--- config.mk ---
export PLATFORM = sky130hd
export DESIGN_NAME = fei4_cmd_decoder
export DESIGN_NICKNAME = d
export VERILOG_FILES = /design/src/rtl/fei4_cmd_decoder.sv
export SDC_FILE = /design/constraint.sdc
export NUM_CORES = 1
export LEC_CHECK = 0
export CORE_MARGIN = 1.5
export CORE_UTILIZATION = 45
export DETAILED_ROUTE_END_ITERATION = 8
export GPL_TIMING_DRIVEN = 0
export PLACE_DENSITY = 0.65
export SLEW_MARGIN = 0
export SYNTH_ARGS = -nofsm -noshare
export SYNTH_HDL_FRONTEND = slang
export SYNTH_SLANG_ARGS = --single-unit
--- constraint.sdc ---
create_clock -name CMD_CLK -period 4.45 [get_ports CMD_CLK]
set_input_delay 0.89 -clock CMD_CLK [delete_from_list [all_inputs] [get_ports CMD_CLK]]
set_output_delay 0.89 -clock CMD_CLK [all_outputs]
set_load 0.1 [all_outputs]
--- src/rtl/fei4_cmd_decoder.sv ---
// FE-I4 command receiver: deserialises the CMD_DATA stream, decodes trigger, fast and
// slow commands, and presents one-cycle strobes with the decoded slow-command fields.
module fei4_cmd_decoder #(
  parameter logic [3:0] CHIP_ID = 4'b0000,
  parameter int         FE_BITS = 672
) (
  input  logic        CMD_CLK,
  input  logic        RST_B,
  input  logic        CMD_DATA,
  output logic        LV1,
  output logic        BCR,
  output logic        ECR,
  output logic        CAL,
  output logic        SLOW_VALID,
  output logic [3:0]  SLOW_CMD,
  output logic [5:0]  SLOW_ADDR,
  output logic [15:0] SLOW_DATA,
  output logic        RUN_MODE,
  output logic        FE_BIT,
  output logic        FE_BIT_VALID,
  output logic [7:0]  LV1_CNT,
  output logic [7:0]  ERR_CNT,
  output logic        CMD_ERR
);

  // The bit counter also spans the 16-bit data field, so never let it shrink below 5 bits.
  localparam int CNT_RAW = $clog2(FE_BITS + 1);
  localparam int CW      = (CNT_RAW < 5) ? 5 : CNT_RAW;
  localparam logic [CW-1:0] FE_LAST = CW'(FE_BITS - 1);

  localparam logic [2:0] S_IDLE   = 3'd0;
  localparam logic [2:0] S_HDR    = 3'd1;
  localparam logic [2:0] S_FIELD2 = 3'd2;
  localparam logic [2:0] S_FIELD3 = 3'd3;
  localparam logic [2:0] S_CHIPID = 3'd4;
  localparam logic [2:0] S_ADDR   = 3'd5;
  localparam logic [2:0] S_DATA   = 3'd6;
  localparam logic [2:0] S_FEDATA = 3'd7;

  localparam logic [3:0] C_RDREG  = 4'b0001;
  localparam logic [3:0] C_WRREG  = 4'b0010;
  localparam logic [3:0] C_WRFE   = 4'b0100;
  localparam logic [3:0] C_GRESET = 4'b1000;
  localparam logic [3:0] C_GPULSE = 4'b1001;
  localparam logic [3:0] C_RUNMOD = 4'b1010;

  logic [2:0]    state, state_n;
  logic [CW-1:0] cnt, cnt_n;
  logic [14:0]   shreg;
  logic [15:0]   sh_in;
  logic [3:0]    cmd, cmd_n;
  logic          id_ok, id_ok_n;
  logic [5:0]    addr, addr_n;
  logic          lv1_n, bcr_n, ecr_n, cal_n, err_n, fe_n;
  logic          done, done_addr, done_data, run_set, run_clr, accept;

  assign sh_in = {shreg, CMD_DATA};

  always_comb begin
    state_n   = state;
    cnt_n     = cnt + CW'(1);
    cmd_n     = cmd;
    id_ok_n   = id_ok;
    addr_n    = addr;
    lv1_n     = 1'b0;
    bcr_n     = 1'b0;
    ecr_n     = 1'b0;
    cal_n     = 1'b0;
    err_n     = 1'b0;
    fe_n      = 1'b0;
    done      = 1'b0;
    done_addr = 1'b0;
    done_data = 1'b0;
    run_set   = 1'b0;
    run_clr   = 1'b0;
    case (state)
      S_IDLE: begin
        if (CMD_DATA) begin
          state_n = S_HDR;
          cnt_n   = CW'(1);
        end else begin
          cnt_n = '0;
        end
      end
      S_HDR: begin
        if (cnt == CW'(4)) begin
          cnt_n   = '0;
          state_n = S_IDLE;
          if (sh_in[4:0] == 5'b11101) lv1_n = 1'b1;
          else if (sh_in[4:0] == 5'b10110) state_n = S_FIELD2;
          else err_n = 1'b1;
        end
      end
      S_FIELD2: begin
        if (cnt == CW'(3)) begin
          cnt_n   = '0;
          state_n = S_IDLE;
          case (sh_in[3:0])
            4'b0001: bcr_n = 1'b1;
            4'b0010: ecr_n = 1'b1;
            4'b0100: cal_n = 1'b1;
            4'b1000: state_n = S_FIELD3;
            default: err_n = 1'b1;
          endcase
        end
      end
      S_FIELD3: begin
        if (cnt == CW'(3)) begin
          cnt_n = '0;
          if (sh_in[3:0] inside {C_RDREG, C_WRREG, C_WRFE, C_GRESET, C_GPULSE, C_RUNMOD}) begin
            cmd_n   = sh_in[3:0];
            state_n = S_CHIPID;
          end else begin
            err_n   = 1'b1;
            state_n = S_IDLE;
          end
        end
      end
      S_CHIPID: begin
        if (cnt == CW'(3)) begin
          cnt_n   = '0;
          id_ok_n = sh_in[3] | (sh_in[2:0] == CHIP_ID[2:0]);
          if (cmd == C_GRESET) begin
            done    = 1'b1;
            state_n = S_IDLE;
          end else begin
            state_n = S_ADDR;
          end
        end
      end
      S_ADDR: begin
        if (cnt == CW'(5)) begin
          cnt_n   = '0;
          addr_n  = sh_in[5:0];
          state_n = S_IDLE;
          case (cmd)
            C_WRREG: state_n = S_DATA;
            C_WRFE:  state_n = S_FEDATA;
            // An illegal run-mode pattern is a decode error whatever chip it was addressed to.
            C_RUNMOD: begin
              if (sh_in[5:0] == 6'b111000) begin
                run_set   = 1'b1;
                done      = 1'b1;
                done_addr = 1'b1;
              end else if (sh_in[5:0] == 6'b000111) begin
                run_clr   = 1'b1;
                done      = 1'b1;
                done_addr = 1'b1;
              end else begin
                err_n = 1'b1;
              end
            end
            default: begin
              done      = 1'b1;
              done_addr = 1'b1;
            end
          endcase
        end
      end
      S_DATA: begin
        if (cnt == CW'(15)) begin
          cnt_n     = '0;
          done      = 1'b1;
          done_addr = 1'b1;
          done_data = 1'b1;
          state_n   = S_IDLE;
        end
      end
      S_FEDATA: begin
        fe_n = id_ok;
        if (cnt == FE_LAST) begin
          cnt_n     = '0;
          done      = 1'b1;
          done_addr = 1'b1;
          state_n   = S_IDLE;
        end
      end
      default: begin
        cnt_n   = '0;
        state_n = S_IDLE;
      end
    endcase
    accept = done & id_ok_n;
  end

  always_ff @(posedge CMD_CLK or negedge RST_B) begin
    if (!RST_B) begin
      state <= S_IDLE;
      cnt   <= '0;
      shreg <= '0;
      cmd   <= '0;
      id_ok <= 1'b0;
      addr  <= '0;
    end else begin
      state <= state_n;
      cnt   <= cnt_n;
      shreg <= sh_in[14:0];
      cmd   <= cmd_n;
      id_ok <= id_ok_n;
      addr  <= addr_n;
    end
  end

  // GlobalReset carries no address, so it leaves SLOW_ADDR as it was.
  always_ff @(posedge CMD_CLK or negedge RST_B) begin
    if (!RST_B) begin
      LV1          <= 1'b0;
      BCR          <= 1'b0;
      ECR          <= 1'b0;
      CAL          <= 1'b0;
      CMD_ERR      <= 1'b0;
      SLOW_VALID   <= 1'b0;
      SLOW_CMD     <= '0;
      SLOW_ADDR    <= '0;
      SLOW_DATA    <= '0;
      RUN_MODE     <= 1'b0;
      FE_BIT       <= 1'b0;
      FE_BIT_VALID <= 1'b0;
      LV1_CNT      <= '0;
      ERR_CNT      <= '0;
    end else begin
      LV1          <= lv1_n;
      BCR          <= bcr_n;
      ECR          <= ecr_n;
      CAL          <= cal_n;
      CMD_ERR      <= err_n;
      SLOW_VALID   <= accept;
      FE_BIT       <= fe_n & CMD_DATA;
      FE_BIT_VALID <= fe_n;
      if (accept) begin
        SLOW_CMD <= cmd;
        if (done_addr) SLOW_ADDR <= addr_n;
        if (done_data) SLOW_DATA <= sh_in;
        if (run_set) RUN_MODE <= 1'b1;
        else if (run_clr) RUN_MODE <= 1'b0;
      end
      if (lv1_n) LV1_CNT <= LV1_CNT + 8'd1;
      if (err_n && (ERR_CNT != 8'hFF)) ERR_CNT <= ERR_CNT + 8'd1;
    end
  end

endmodule

# Word-level counts from Yosys, hierarchy flattened
# Index checks and enable logic that the tools add are counted.
# totals
ff_bits	90
input_bits	3
word_cells	146
# classes
n_addsub	3
n_eq_ne	35
n_mux	72
n_bitwise	3
reduce_logical	13
# op_table
cell	n
$pmux W10 S6	1
$mux W10	5
$mux W1	45
$mux W3	10
$pmux W3 S8	1
$eq A10 B3 Y1 const B	2
$eq A4 B4 Y1 const B	5
$add A8 B1 Y8 const B	2
$ne A2 B2 Y1 const B	8
$eq A3 B3 Y1 const B	4
$mux W6	2
$add A10 B1 Y10 const B	1
$eq A10 B10 Y1 const B	1
$eq A10 B2 Y1 const B	1
$eq A10 B4 Y1 const B	1
$eq A5 B5 Y1 const B	2
$eq A4 B2 Y1 const B	2
$eq A4 B3 Y1 const B	2
$ne A8 B8 Y1 const B	1
$pmux W1 S4	2
$reduce_and A8 Y1	1
$eq A3 B2 Y1 const B	2
$eq A6 B3 Y1 const B	1
$eq A6 B6 Y1 const B	1
other kinds (17)	23

# Logic depth before layout (Yosys ltp)
# Gate-level depths: netlist (run 1).
# logic_depth
ltp_word	8
ltp_mapped	9
ltp_nobuf	8

# Worst setup path after synthesis (run 1)
# OpenSTA, ideal clock, no wires.
# synth_timing
kind	register -> register
startpoint	register cnt[8]
endpoint	register ERR_CNT[7]
setup_time_ps	126
t_arrival_ps	2217
slack_ps	2107
stages_incl_launch_ff	8
period_less_slack_ps	2343
cell_sequence	dfrtp_1 > nor4_4 > nand2_2 > or4_1 > buf_6 > o311a_1 > nor2_1 > mux2_2
# synth_between
elab_chain_cells	4
# synth_rtl
element	line	source
start, declared	48	logic [CW-1:0] cnt, cnt_n;
start signal, assigned	196	cnt <= cnt_n;
$eq A10 B3 Y1 (tied with other cells)	132	if (cnt == CW'(5)) begin
$mux W1 (on tied branches)	n/a	
$pmux W1 S4 (*)	76	case (state)
$logic_and A1 B1 Y1 (*)	238	if (err_n && (ERR_CNT != 8'hFF)) ERR_CNT <= ERR_CNT + 8'd1;
end signal, assigned	238	
end, declared	22	output logic [7:0] ERR_CNT,
# Mark *: on every way between the ends. The rest lies on a longest branch, timed or not.
# A chain may end at the register's enable or synchronous reset.

# Worst setup path in the final report (run 1)
# layout_timing
startpoint	input CMD_DATA
endpoint	register ERR_CNT[1]
# layout_between
elab_chain_cells	7
# layout_rtl
element	line	source
start, declared	9	input logic CMD_DATA,
$eq A6 B3 Y1	145	end else if (sh_in[5:0] == 6'b000111) begin
$mux W1	145	
$mux W1	141	if (sh_in[5:0] == 6'b111000) begin
$mux W1	136	case (cmd)
$mux W1	132	
$pmux W1 S4 (*)	76	
$logic_and A1 B1 Y1 (*)	238	
# Marks and branches as above.

==> impl_metrics.py, run 1 <==
metrics = {
    "sta": {
        "fin_crit_sh": 0.663,
        "max_freq_ghz": 0.339,
        "final.setup_skew_ps": 7.12,
        "rsz0062_at_grt": "false",
        "worst_hold_slack_across_all_endpoints_ps": 378,
        "report.final.setup_viol": 0,
        "report.final.hold_viol_count": 0,
        "slew_viol_final": 0,
        "final_period_minus_worst_setup_slack_ps": 2950,
        "tightestPinTransition_ps": 981,
        "max-slew-margin-rel": 0.344,
    },
    "clock_network": {
        "cts.repair.resized": 0,
        "cts.sinks": 90,
        "worst_setup_hold_path_clk_slew_ps": 90,
        "tritoncts.num_buffers": 9,
        "cts_hold_repair.buffers": 0,
        "cts.path.max_buffers": 2,
        "htreeDepth": 3,
        "cts.repair_timing.setup_buffer_count": 0,
        "cts_tree": "built",
        "clk_latency_ps": 360,
        "root_buffer": "sky130_fd_sc_hd__clkbuf_8",
    },
    "pwr": {
        "powerDensity_mw_per_mm2": 487,
        "worst_ir_drop_vdd_mv": 0.204,
        "total_power_mw": 2.44,
        "p_int_mw": 1.51,
        "total_leakage_power_nw": 2.24,
        "share_of_total_power_consumed_by_net_switching": 0.384,
        "sequentialPowerShare": 0.400,
        "power.share.clock": 0.260,
        "switching_power_mw": 0.937,
        "pwr-share-comb": 0.339,
    },
    "drt": {
        "pre_repair_dr_iteration_count": 5,
        "antenna_left": 0,
        "routed_wire_length_per_instance_um": 15.7,
        "drc": 0,
        "detailroute.via_count": 2989,
        "drt_iter0_markers": 208,
        "detail_route.vias_per_cell": 5.54,
        "drt_wl_total_mm": 8.49,
    },
    "global_routing": {
        "global_route_wire_length_before_repair_mm": 14.2,
        "grt_use_total": 0.183,
        "grt_start_max_net_pins": 61,
        "grt_remaining_overflow": 0,
        "first_global_vias": 2866,
        "grt_antenna_before_repair": 0,
    },
    "synth": {
        "synth-seq-area-share": 0.550,
        "async_reset_ff_frac": 1.00,
        "mapped_avg_cell_area_um2": 11.3,
        "dominant_synthesized_flop_cell": "sky130_fd_sc_hd__dfrtp_1",
        "gate_count_after_technology_mapping": 362,
        "synth_area_mm2": 0.00410,
        "cell_variety_after_synth": 54,
        "mappedNetlistNets": 370,
        "postSynthRegisterBits": 90,
        "synth-edff-count": 0,
        "yosys_warnings": 0,
    },
    "outcome": {
        "result_of_the_run": "completed",
    },
    "place": {
        "place.port_buffers": 53,
        "hpwlAfterDp_mm": 6.11,
        "gp_routability_congestion": 0.846,
    },
    "finish": {
        "fill_cell_instance_count_of_the_final_layout": 766,
        "final_net_count": 435,
        "layout-area-overhead-vs-synth_pct": 22.5,
        "antenna-diode-count": 0,
        "drive_gt1_frac": 0.171,
    },
    "floorplanning": {
        "design.portCount": 54,
        "core_area_mm2": 0.00876,
        "std_cell_rows": 34,
        "chipWidth_um": 98.4,
        "floorplan.initialDensity": 0.467,
        "die_h_um": 98.4,
        "floorplan.die_area_mm2": 0.00968,
    },
    "critical_path": {
        "worstPathMaxFanout": 10,
        "critPathLaunchType": "input pin",
        "path_cells": "clkdlybuf4s50_1 > clkbuf_1 > xor2_1 > a21oi_1 > o211ai_1 > a31oi_2 > mux2_2",
        "end_kind": "flip-flop",
        "worstPathArrival_ps": 3200,
        "r2r_setup_slack_ps": 1600,
        "path_class": "input pin to flip-flop",
        "critical_path_buffer_and_inverter_count": 2,
        "worst_path_dominant_cell_family": "buffers and inverters",
        "cp_data_required_time_ps": 4700,
        "crit_path_top_delay_cell": "sky130_fd_sc_hd__clkdlybuf4s50_1",
        "cpPeakStageDelay_ps": 590,
    },
    "run": {
        "max_cap_violations": 0,
    },
    "hold_path": {
        "timing.hold.worst.class": "flip-flop to flip-flop",
    },
}
==> area by class of cell <==
| cell class | count | area [µm²] | area share |
|---|---|---|---|
| clock inverter | 6 | 95.1 | 0.0189 |
| sequential | 90 | 2250 | 0.449 |
| clock buffer | 10 | 138 | 0.0274 |
| timing repair buffer | 54 | 556 | 0.111 |
| inverter | 7 | 26.3 | 0.00523 |
| multi-input combinational | 246 | 1730 | 0.344 |
| tap | 108 | 135 | 0.0269 |
| buffer | 19 | 88.8 | 0.0177 |
==> power by group through the flow <==
stage          sequential, mW  clock (mW)  combinational, mW
6_report                0.978       0.636              0.828
5_1_grt                 0.994       0.689              0.893
4_1_cts                 0.979       0.652              0.828
3_5_place_dp            0.996           0              0.824
3_3_place_gp            0.993           0              0.815
2_1_floorplan            1.21           0              0.398
==> per-stage QoR <==
step | TNS (ps) | instance area (µm²) | setup slack [ps] | instances | util
after detailed placement | 0 | 4790 | 1130 | 524 | 0.546
after floorplan | 0 | 4100 | 2110 | 362 | -
final | 0 | 5020 | 1500 | 540 | 0.573
after CTS | 0 | 5020 | 1540 | 540 | 0.573
after global routing | 0 | 5020 | 1380 | 540 | 0.573
after global placement | -65560 | 4760 | -737 | 523 | 0.543
==> path summary, 6_finish.rpt <==
| check | from | to | cells past startpoint |
|---|---|---|---|
| worst max-delay path | CMD_DATA | ERR_CNT[1] | 7 |
| worst min-delay path | shreg[1] | shreg[2] | 0 |
| worst max register to register | cnt[0] | SLOW_DATA[14] | 7 |
| worst min register to register | shreg[1] | shreg[2] | 0 |
| max in group asynchronous | RST_B | SLOW_CMD[3] | 2 |
| min in group asynchronous | RST_B | shreg[11] | 1 |
==> flip-flops by register name (all words and copies together) (netlist names) <==
| signal | count |
|---|---|
| SLOW_DATA | 16 |
| shreg | 15 |
| cnt | 10 |
| ERR_CNT | 8 |
| LV1_CNT | 8 |
| SLOW_ADDR | 6 |
| addr | 6 |
| SLOW_CMD | 4 |
| cmd | 4 |
| state | 3 |
| BCR | 1 |
| CAL | 1 |
| CMD_ERR | 1 |
| ECR | 1 |
| FE_BIT | 1 |
| FE_BIT_VALID | 1 |
| LV1 | 1 |
| RUN_MODE | 1 |
| SLOW_VALID | 1 |
| id_ok | 1 |
==> kinds of logic after synthesis <==
group | count (synthesis) | synth area share
AND/OR/NAND/NOR | 145 | 0.194
flip-flops | 90 | 0.550
AO/OA/AOI/OAI | 38 | 0.0678
multiplexers | 36 | 0.0984
buffers and inverters | 26 | 0.0281
XOR/XNOR | 22 | 0.0470
adder cells (fa/ha/maj) | 5 | 0.0153
==> synthesized netlist by cell type, types with 7 or more instances <==
| library cell | count | share of area |
|---|---|---|
| sky130_fd_sc_hd__dfrtp_1 | 90 | 0.55 |
| sky130_fd_sc_hd__nand2_1 | 37 | 0.034 |
| sky130_fd_sc_hd__mux2_2 | 34 | 0.093 |
| sky130_fd_sc_hd__nor2_1 | 27 | 0.025 |
| sky130_fd_sc_hd__clkbuf_1 | 14 | 0.013 |
| sky130_fd_sc_hd__nand3_1 | 14 | 0.017 |
| sky130_fd_sc_hd__xnor2_1 | 13 | 0.028 |
| sky130_fd_sc_hd__nand4_1 | 10 | 0.015 |
| sky130_fd_sc_hd__a21oi_1 | 9 | 0.011 |
| sky130_fd_sc_hd__nor3_1 | 9 | 0.011 |
| sky130_fd_sc_hd__xor2_1 | 9 | 0.019 |
| sky130_fd_sc_hd__and3_1 | 8 | 0.012 |
| sky130_fd_sc_hd__inv_1 | 7 | 0.0064 |
| sky130_fd_sc_hd__o21ai_0 | 7 | 0.0086 |
==> layout by cell type, fill, tap and decap left out, drive strengths merged, types with 3 or more instances in the layout <==
master / n
ha: 5
nor3b: 3
nand3b: 3
mux2: 34
a31oi: 4
nand2b: 5
dfrtp: 90
xnor2: 13
xor2: 9
clkdlybuf4s50: 52
o211ai: 4
inv: 9
nand3: 14
o21ai: 8
nor4: 7
and3: 8
nand4: 10
or4: 3
nor2b: 3
nand2: 38
buf: 7
a21oi: 9
nor2: 27
nor3: 12
clkbuf: 24
==> per-layer routing <==
| metal | wire length (µm) | global-route usage | share of wire | vias up |
|---|---|---|---|---|
| li1 | - | - | - | 1405 |
| met2 | 3930 | 0.282 | 0.46 | 86 |
| met4 | 147 | 0.0607 | 0.017 | 0 |
| met5 | 0 | 0 | 0 | - |
| met3 | 418 | 0.0397 | 0.049 | 12 |
| met1 | 3990 | 0.259 | 0.47 | 1486 |
Note: power is estimated with default switching activity, not from simulation.
==> run 2: changes to the inputs <==
==> constraint.sdc (replaced) <==
create_clock -name CMD_CLK -period 2.95 [get_ports CMD_CLK]
set_input_delay 0.59 -clock CMD_CLK [delete_from_list [all_inputs] [get_ports CMD_CLK]]
set_output_delay 0.59 -clock CMD_CLK [all_outputs]
set_load 0.1 [all_outputs]
==> run 2 against run 1 <==
  * Combinational power up 51%
  * Critical path type is now flip-flop to flip-flop
  * Largest cell class unchanged
  * First-iteration DRC count down 15%
  * Hold slack worse by 220 ps
  * Critical endpoint is now SLOW_DATA[14]
  * Design area up 0.12%
==> impl_metrics.py, run 2 (same netlist as run 1, synthesis figures left out) <==
metrics = {
    "critical_path": {
        "worstPathMaxFanout": 10,
        "path_class": "flip-flop to flip-flop",
        "worst_path_dominant_cell_family": "simple AND/OR/NAND/NOR gates",
        "critical_path_buffer_and_inverter_count": 1,
        "path_cells": "ha_1 > nor3b_1 > nand4_1 > mux2i_1 > nor3_4 > buf_2 > mux2_2",
        "cp_data_required_time_ps": 3190,
        "crit_path_top_delay_cell": "sky130_fd_sc_hd__dfrtp_1",
        "critPathLaunchType": "flip-flop",
        "cpPeakStageDelay_ps": 410,
        "end_kind": "flip-flop",
        "worstPathArrival_ps": 2960,
    },
    "floorplanning": {
        "design.portCount": 54,
        "core_area_mm2": 0.00876,
        "chipWidth_um": 98.4,
        "floorplan.initialDensity": 0.467,
        "std_cell_rows": 34,
        "floorplan.die_area_mm2": 0.00968,
        "die_h_um": 98.4,
    },
    "clock_network": {
        "cts_tree": "built",
        "root_buffer": "sky130_fd_sc_hd__clkbuf_8",
        "cts.path.max_buffers": 2,
        "worst_setup_hold_path_clk_slew_ps": 90,
        "htreeDepth": 3,
        "clk_latency_ps": 360,
        "tritoncts.num_buffers": 9,
        "cts.sinks": 90,
        "cts_hold_repair.buffers": 0,
    },
    "finish": {
        "final_core_util": 0.574,
        "ff_latch_area_mm2": 0.00225,
        "multi_input_combinational_cell_area_mm2": 0.00174,
        "final_net_count": 435,
        "largest_reg_flops": 16,
        "antenna-diode-count": 0,
        "drive_gt1_frac": 0.171,
        "final_cell_count_no_fill": 540,
        "layout-area-overhead-vs-synth_pct": 22.7,
        "layout_top_registers": "SLOW_DATA: 16 flops, shreg: 15 flops, cnt: 10 flops",
        "fill_cell_instance_count_of_the_final_layout": 766,
        "final_design_area_no_fill_mm2": 0.00503,
        "most_common_cell_after_layout_fill_and_taps_aside": "sky130_fd_sc_hd__dfrtp_1",
        "final_cell_mix": "90 x sky130_fd_sc_hd__dfrtp_1, 52 x sky130_fd_sc_hd__clkdlybuf4s50_1, 37 x sky130_fd_sc_hd__nand2_1, 34 x sky130_fd_sc_hd__mux2_2, 27 x sky130_fd_sc_hd__nor2_1",
        "largest_register": "SLOW_DATA",
    },
    "pwr": {
        "pwr-share-comb": 0.340,
        "share_of_total_power_consumed_by_net_switching": 0.384,
        "sequentialPowerShare": 0.400,
        "worst_ir_drop_vdd_mv": 0.315,
        "total_power_mw": 3.69,
        "powerDensity_mw_per_mm2": 734,
        "switching_power_mw": 1.42,
        "p_int_mw": 2.27,
        "total_leakage_power_nw": 2.24,
        "power.share.clock": 0.260,
    },
    "drt": {
        "drt_iter0_markers": 176,
        "pre_repair_dr_iteration_count": 4,
        "detailroute.via_count": 2974,
        "antenna_left": 0,
        "detail_route.vias_per_cell": 5.51,
        "drc": 0,
        "drt_wl_total_mm": 8.51,
        "routed_wire_length_per_instance_um": 15.8,
    },
    "run": {
        "max_cap_violations": 0,
    },
    "sta": {
        "final_period_minus_worst_setup_slack_ps": 2720,
        "report.final.setup_viol": 0,
        "report.final.hold_viol_count": 0,
        "worst_hold_slack_across_all_endpoints_ps": 158,
        "max-slew-margin-rel": 0.343,
        "fin_crit_sh": 0.921,
        "tightestPinTransition_ps": 982,
        "final.setup_skew_ps": 7.61,
        "max_freq_ghz": 0.368,
        "rsz0062_at_grt": "false",
        "slew_viol_final": 0,
        "postLayoutSetupSlackWorst_ps": 232,
        "timing.setup.tns_ps": 0,
    },
    "place": {
        "place.port_buffers": 53,
        "hpwlAfterDp_mm": 6.11,
        "gp_routability_congestion": 0.846,
        "dpl_worst_slack_ps": -65.3,
        "place_area_mm2": 0.00479,
        "placed_cells_incl_taps": 524,
    },
    "global_routing": {
        "grt_remaining_overflow": 0,
        "grt_start_max_net_pins": 61,
        "grt_antenna_before_repair": 0,
        "first_global_vias": 2866,
        "grt_use_total": 0.183,
        "global_route_wire_length_before_repair_mm": 14.2,
    },
    "outcome": {
        "result_of_the_run": "completed",
    },
    "hold_path": {
        "timing.hold.worst.class": "input pin to async pin",
    },
}
[run 2: cell counts in the layout (fill, tap and decap cells not counted)]
No cell type changed its count.
[run 2: timing repair]
item,4_1_cts,5_1_grt
setup endpoints to repair,0,10
setup buffers,0,0
gates resized for setup,0,1
[run 2: final timing paths]
check | start | endpoint | slack [ps] | cells past startpoint
setup reg to reg | cnt[0] | SLOW_DATA[14] | 230 | 7
hold / removal | RST_B | shreg[11] | 160 | 1
min in group CMD_CLK | shreg[1] | shreg[2] | 380 | 0
setup / recovery | cnt[0] | SLOW_DATA[14] | 230 | 7
max in group asynchronous | RST_B | ERR_CNT[7] | 2170 | 2
hold reg to reg | shreg[1] | shreg[2] | 380 | 0
[run 2: layout make-up]
| cell class | instances | area share |
|---|---|---|
| clock buffers | 10 | 0.0274 |
| inverters | 7 | 0.00523 |
| multi-input cells | 246 | 0.345 |
| plain buffers | 19 | 0.0177 |
| repair buffers | 54 | 0.111 |
| flip-flops and latches | 90 | 0.448 |
| well taps | 108 | 0.0269 |
| clock inverters | 6 | 0.0189 |
[run 2: metal layers]
| layer | global-route usage | share of wire | up-vias |
|---|---|---|---|
| li1 | - | - | 1407 |
| met1 | 0.259 | 0.48 | 1473 |
| met2 | 0.282 | 0.46 | 83 |
| met3 | 0.0397 | 0.048 | 11 |
| met4 | 0.0607 | 0.015 | 0 |
| met5 | 0 | 0 | - |
[run 2: power groups by stage]
stage          Clock, mW  Combinational [mW]  Sequential, mW
4_1_cts            0.984                1.25            1.48
3_5_place_dp           0                1.24            1.50
2_1_floorplan          0               0.600            1.83
6_report           0.960                1.25            1.48
5_1_grt             1.04                1.35            1.50
3_3_place_gp           0                1.23            1.50
[run 2: worst reg2reg max path, cell delays in order (launching register included)]
cell,delay (ps)
sky130_fd_sc_hd__dfrtp_1,410
sky130_fd_sc_hd__ha_1,220
sky130_fd_sc_hd__nor3b_1,350
sky130_fd_sc_hd__nand4_1,270
sky130_fd_sc_hd__mux2i_1,270
sky130_fd_sc_hd__nor3_4,390
sky130_fd_sc_hd__buf_2,330
sky130_fd_sc_hd__mux2_2,370
==> run 3: changes to the inputs <==
--- a/config.mk
+++ b/config.mk
@@ -9,7 +9,7 @@
 export CORE_UTILIZATION = 45
 export DETAILED_ROUTE_END_ITERATION = 8
 export GPL_TIMING_DRIVEN = 0
-export PLACE_DENSITY = 0.65
+export PLACE_DENSITY = 0.67
 export SLEW_MARGIN = 0
 export SYNTH_ARGS = -nofsm -noshare
 export SYNTH_HDL_FRONTEND = slang
==> run 3 against run 2 <==
  * Power increased by 0.24%
  * Core utilization about the same
  * Fmax decreased by 1.7%
  * Register-to-register slack got worse by 50 ps
  * Design area about the same
  * Clock-buffer cell count unchanged
  * Hold slack about the same
  * Combinational power about the same
  * Sequential cell count unchanged
  * Clock power increased by 1%
  * Clock skew increased by 6.4 ps
  * Global-route usage increased by 0.62 points
  * Critical endpoint is now SLOW_DATA[7]
==> impl_metrics.py, run 3 (same netlist as run 1, synthesis figures left out) <==
metrics = {
    "outcome": {
        "result_of_the_run": "completed",
    },
    "critical_path": {
        "critPathLaunchType": "flip-flop",
        "rr_worst_depth": 7,
        "end_kind": "flip-flop",
        "reg2reg_from": "cnt[0]",
        "worstPathArrival_ps": 3010,
        "cp_data_required_time_ps": 3200,
        "worstPathMaxFanout": 10,
        "r2r_setup_slack_ps": 180,
        "destination_of_the_worst_register_to_register_timing_path": "SLOW_DATA[7]",
        "path_class": "flip-flop to flip-flop",
    },
    "sta": {
        "final.setup_skew_ps": 14.0,
        "max-slew-margin-rel": 0.340,
        "rsz0062_at_grt": "false",
        "postLayoutSetupSlackWorst_ps": 185,
        "report.final.setup_viol": 0,
        "timing.setup.tns_ps": 0,
        "slew_viol_final": 0,
        "fin_crit_sh": 0.937,
        "final_period_minus_worst_setup_slack_ps": 2770,
        "max_freq_ghz": 0.362,
        "tightestPinTransition_ps": 987,
        "report.final.hold_viol_count": 0,
    },
    "floorplanning": {
        "core_area_mm2": 0.00876,
        "die_h_um": 98.4,
        "chipWidth_um": 98.4,
        "floorplan.die_area_mm2": 0.00968,
        "std_cell_rows": 34,
        "floorplan.initialDensity": 0.467,
        "design.portCount": 54,
    },
    "place": {
        "dpl_worst_slack_ps": -94.2,
        "gp_routability_congestion": 0.891,
        "hpwlAfterDp_mm": 6.18,
        "place.port_buffers": 53,
        "placed_cells_incl_taps": 524,
    },
    "pwr": {
        "sequentialPowerShare": 0.399,
        "powerDensity_mw_per_mm2": 736,
        "share_of_total_power_consumed_by_net_switching": 0.385,
        "pwr-share-comb": 0.339,
        "power.share.clock": 0.263,
        "switching_power_mw": 1.43,
        "total_power_mw": 3.70,
        "total_leakage_power_nw": 2.24,
        "worst_ir_drop_vdd_mv": 0.294,
        "p_int_mw": 2.27,
    },
    "clock_network": {
        "worst_setup_hold_path_clk_slew_ps": 100,
        "cts_hold_repair.buffers": 0,
        "cts.path.max_buffers": 2,
        "clk_latency_ps": 360,
        "cts_tree": "built",
        "tritoncts.num_buffers": 9,
        "htreeDepth": 3,
        "root_buffer": "sky130_fd_sc_hd__clkbuf_8",
        "cts.sinks": 90,
    },
    "finish": {
        "drive_gt1_frac": 0.171,
        "final_core_util": 0.574,
        "final_cell_mix": "90 x sky130_fd_sc_hd__dfrtp_1, 52 x sky130_fd_sc_hd__clkdlybuf4s50_1, 37 x sky130_fd_sc_hd__nand2_1, 34 x sky130_fd_sc_hd__mux2_2, 27 x sky130_fd_sc_hd__nor2_1",
        "antenna-diode-count": 0,
        "largest_register": "SLOW_DATA",
        "most_common_cell_after_layout_fill_and_taps_aside": "sky130_fd_sc_hd__dfrtp_1",
        "fill_cell_instance_count_of_the_final_layout": 770,
        "ff_latch_area_mm2": 0.00225,
        "layout_top_registers": "SLOW_DATA: 16 flops, shreg: 15 flops, cnt: 10 flops",
        "final_cell_count_no_fill": 540,
        "multi_input_combinational_cell_area_mm2": 0.00174,
        "layout-area-overhead-vs-synth_pct": 22.7,
        "largest_reg_flops": 16,
        "final_net_count": 435,
    },
    "global_routing": {
        "first_global_vias": 2950,
        "met3_usage": 0.0333,
        "global_route_wire_length_before_repair_mm": 14.6,
        "grt_antenna_before_repair": 0,
        "grt_start_max_net_pins": 62,
        "grt_util_met2": 0.285,
        "gr-usage-met1": 0.269,
        "grt_use_total": 0.189,
        "busiest_layer": "met2",
        "grt_remaining_overflow": 0,
    },
    "drt": {
        "routed_wire_length_per_instance_um": 15.7,
        "drt_wl_total_mm": 8.49,
        "detail_route.vias_per_cell": 5.43,
        "detailroute.via_count": 2930,
        "drc": 0,
        "antenna_left": 0,
        "drt_iter0_markers": 118,
        "pre_repair_dr_iteration_count": 4,
    },
    "hold_path": {
        "timing.hold.worst.class": "input pin to async pin",
    },
    "run": {
        "max_cap_violations": 0,
    },
}
[run 3: cell count changes in the layout (fill, tap and decap cells not counted), sizes merged]
cell,change
clkinvlp,+1
clkinv,-1
[run 3: worst max-delay path, cell delays in order (launching register included)]
cell and delay [ps]:
sky130_fd_sc_hd__dfrtp_1 420, sky130_fd_sc_hd__ha_1 220, sky130_fd_sc_hd__nor3b_1 360, sky130_fd_sc_hd__nand4_1 300, sky130_fd_sc_hd__mux2i_1 270, sky130_fd_sc_hd__nor3_4 390, sky130_fd_sc_hd__buf_2 330, sky130_fd_sc_hd__mux2_2 370
[run 3: through the flow]
stage               hold WS, ps  area, µm²
floorplan                   294       4100
global placement            353       4760
detailed placement          359       4790
CTS                         164       5020
global route                173       5030
finish                      158       5030
[run 3: timing repair]
| item | in CTS | in global routing |
|---|---|---|
| gates resized for setup | 0 | 1 |
| buffers inserted | 0 | 0 |
| setup endpoints to repair | 0 | 10 |
[run 3: power by group through the flow]
stage,logic [mW],clock network (mW),registers [mW]
finish,1.25,0.971,1.47
global route,1.36,1.05,1.50
CTS,1.25,0.991,1.48
detailed placement,1.25,0,1.50
global placement,1.23,0,1.50
floorplan,0.600,0,1.83
[run 3: area by class of cell]
class / count / share of cell area
inverter: 7 / 0.00523
sequential: 90 / 0.448
timing repair buffer: 54 / 0.111
tap: 108 / 0.0269
clock buffer: 10 / 0.0274
clock inverter: 6 / 0.0192
multi-input combinational: 246 / 0.345
buffer: 19 / 0.0177
[run 3: how the worst max path moves through the flow]
stage              from            to  slack [ps]  cells after the start
5_1_grt          cnt[0]  SLOW_DATA[7]           5                      7
4_1_cts          cnt[0]  SLOW_DATA[7]          40                      7
6_report         cnt[0]  SLOW_DATA[7]         180                      7
3_3_place_gp      RST_B    ERR_CNT[0]       -1860                      1
3_5_place_dp   CMD_DATA    ERR_CNT[1]         -90                      7
2_1_floorplan    cnt[8]    ERR_CNT[7]         610                      7
[run 3: routing by layer]
metal	share of wire	vias to the layer above	wire, µm
li1	-	1406	-
met1	0.46	1439	3930
met2	0.47	72	4010
met3	0.049	13	413
met4	0.016	0	132
met5	0	-	0
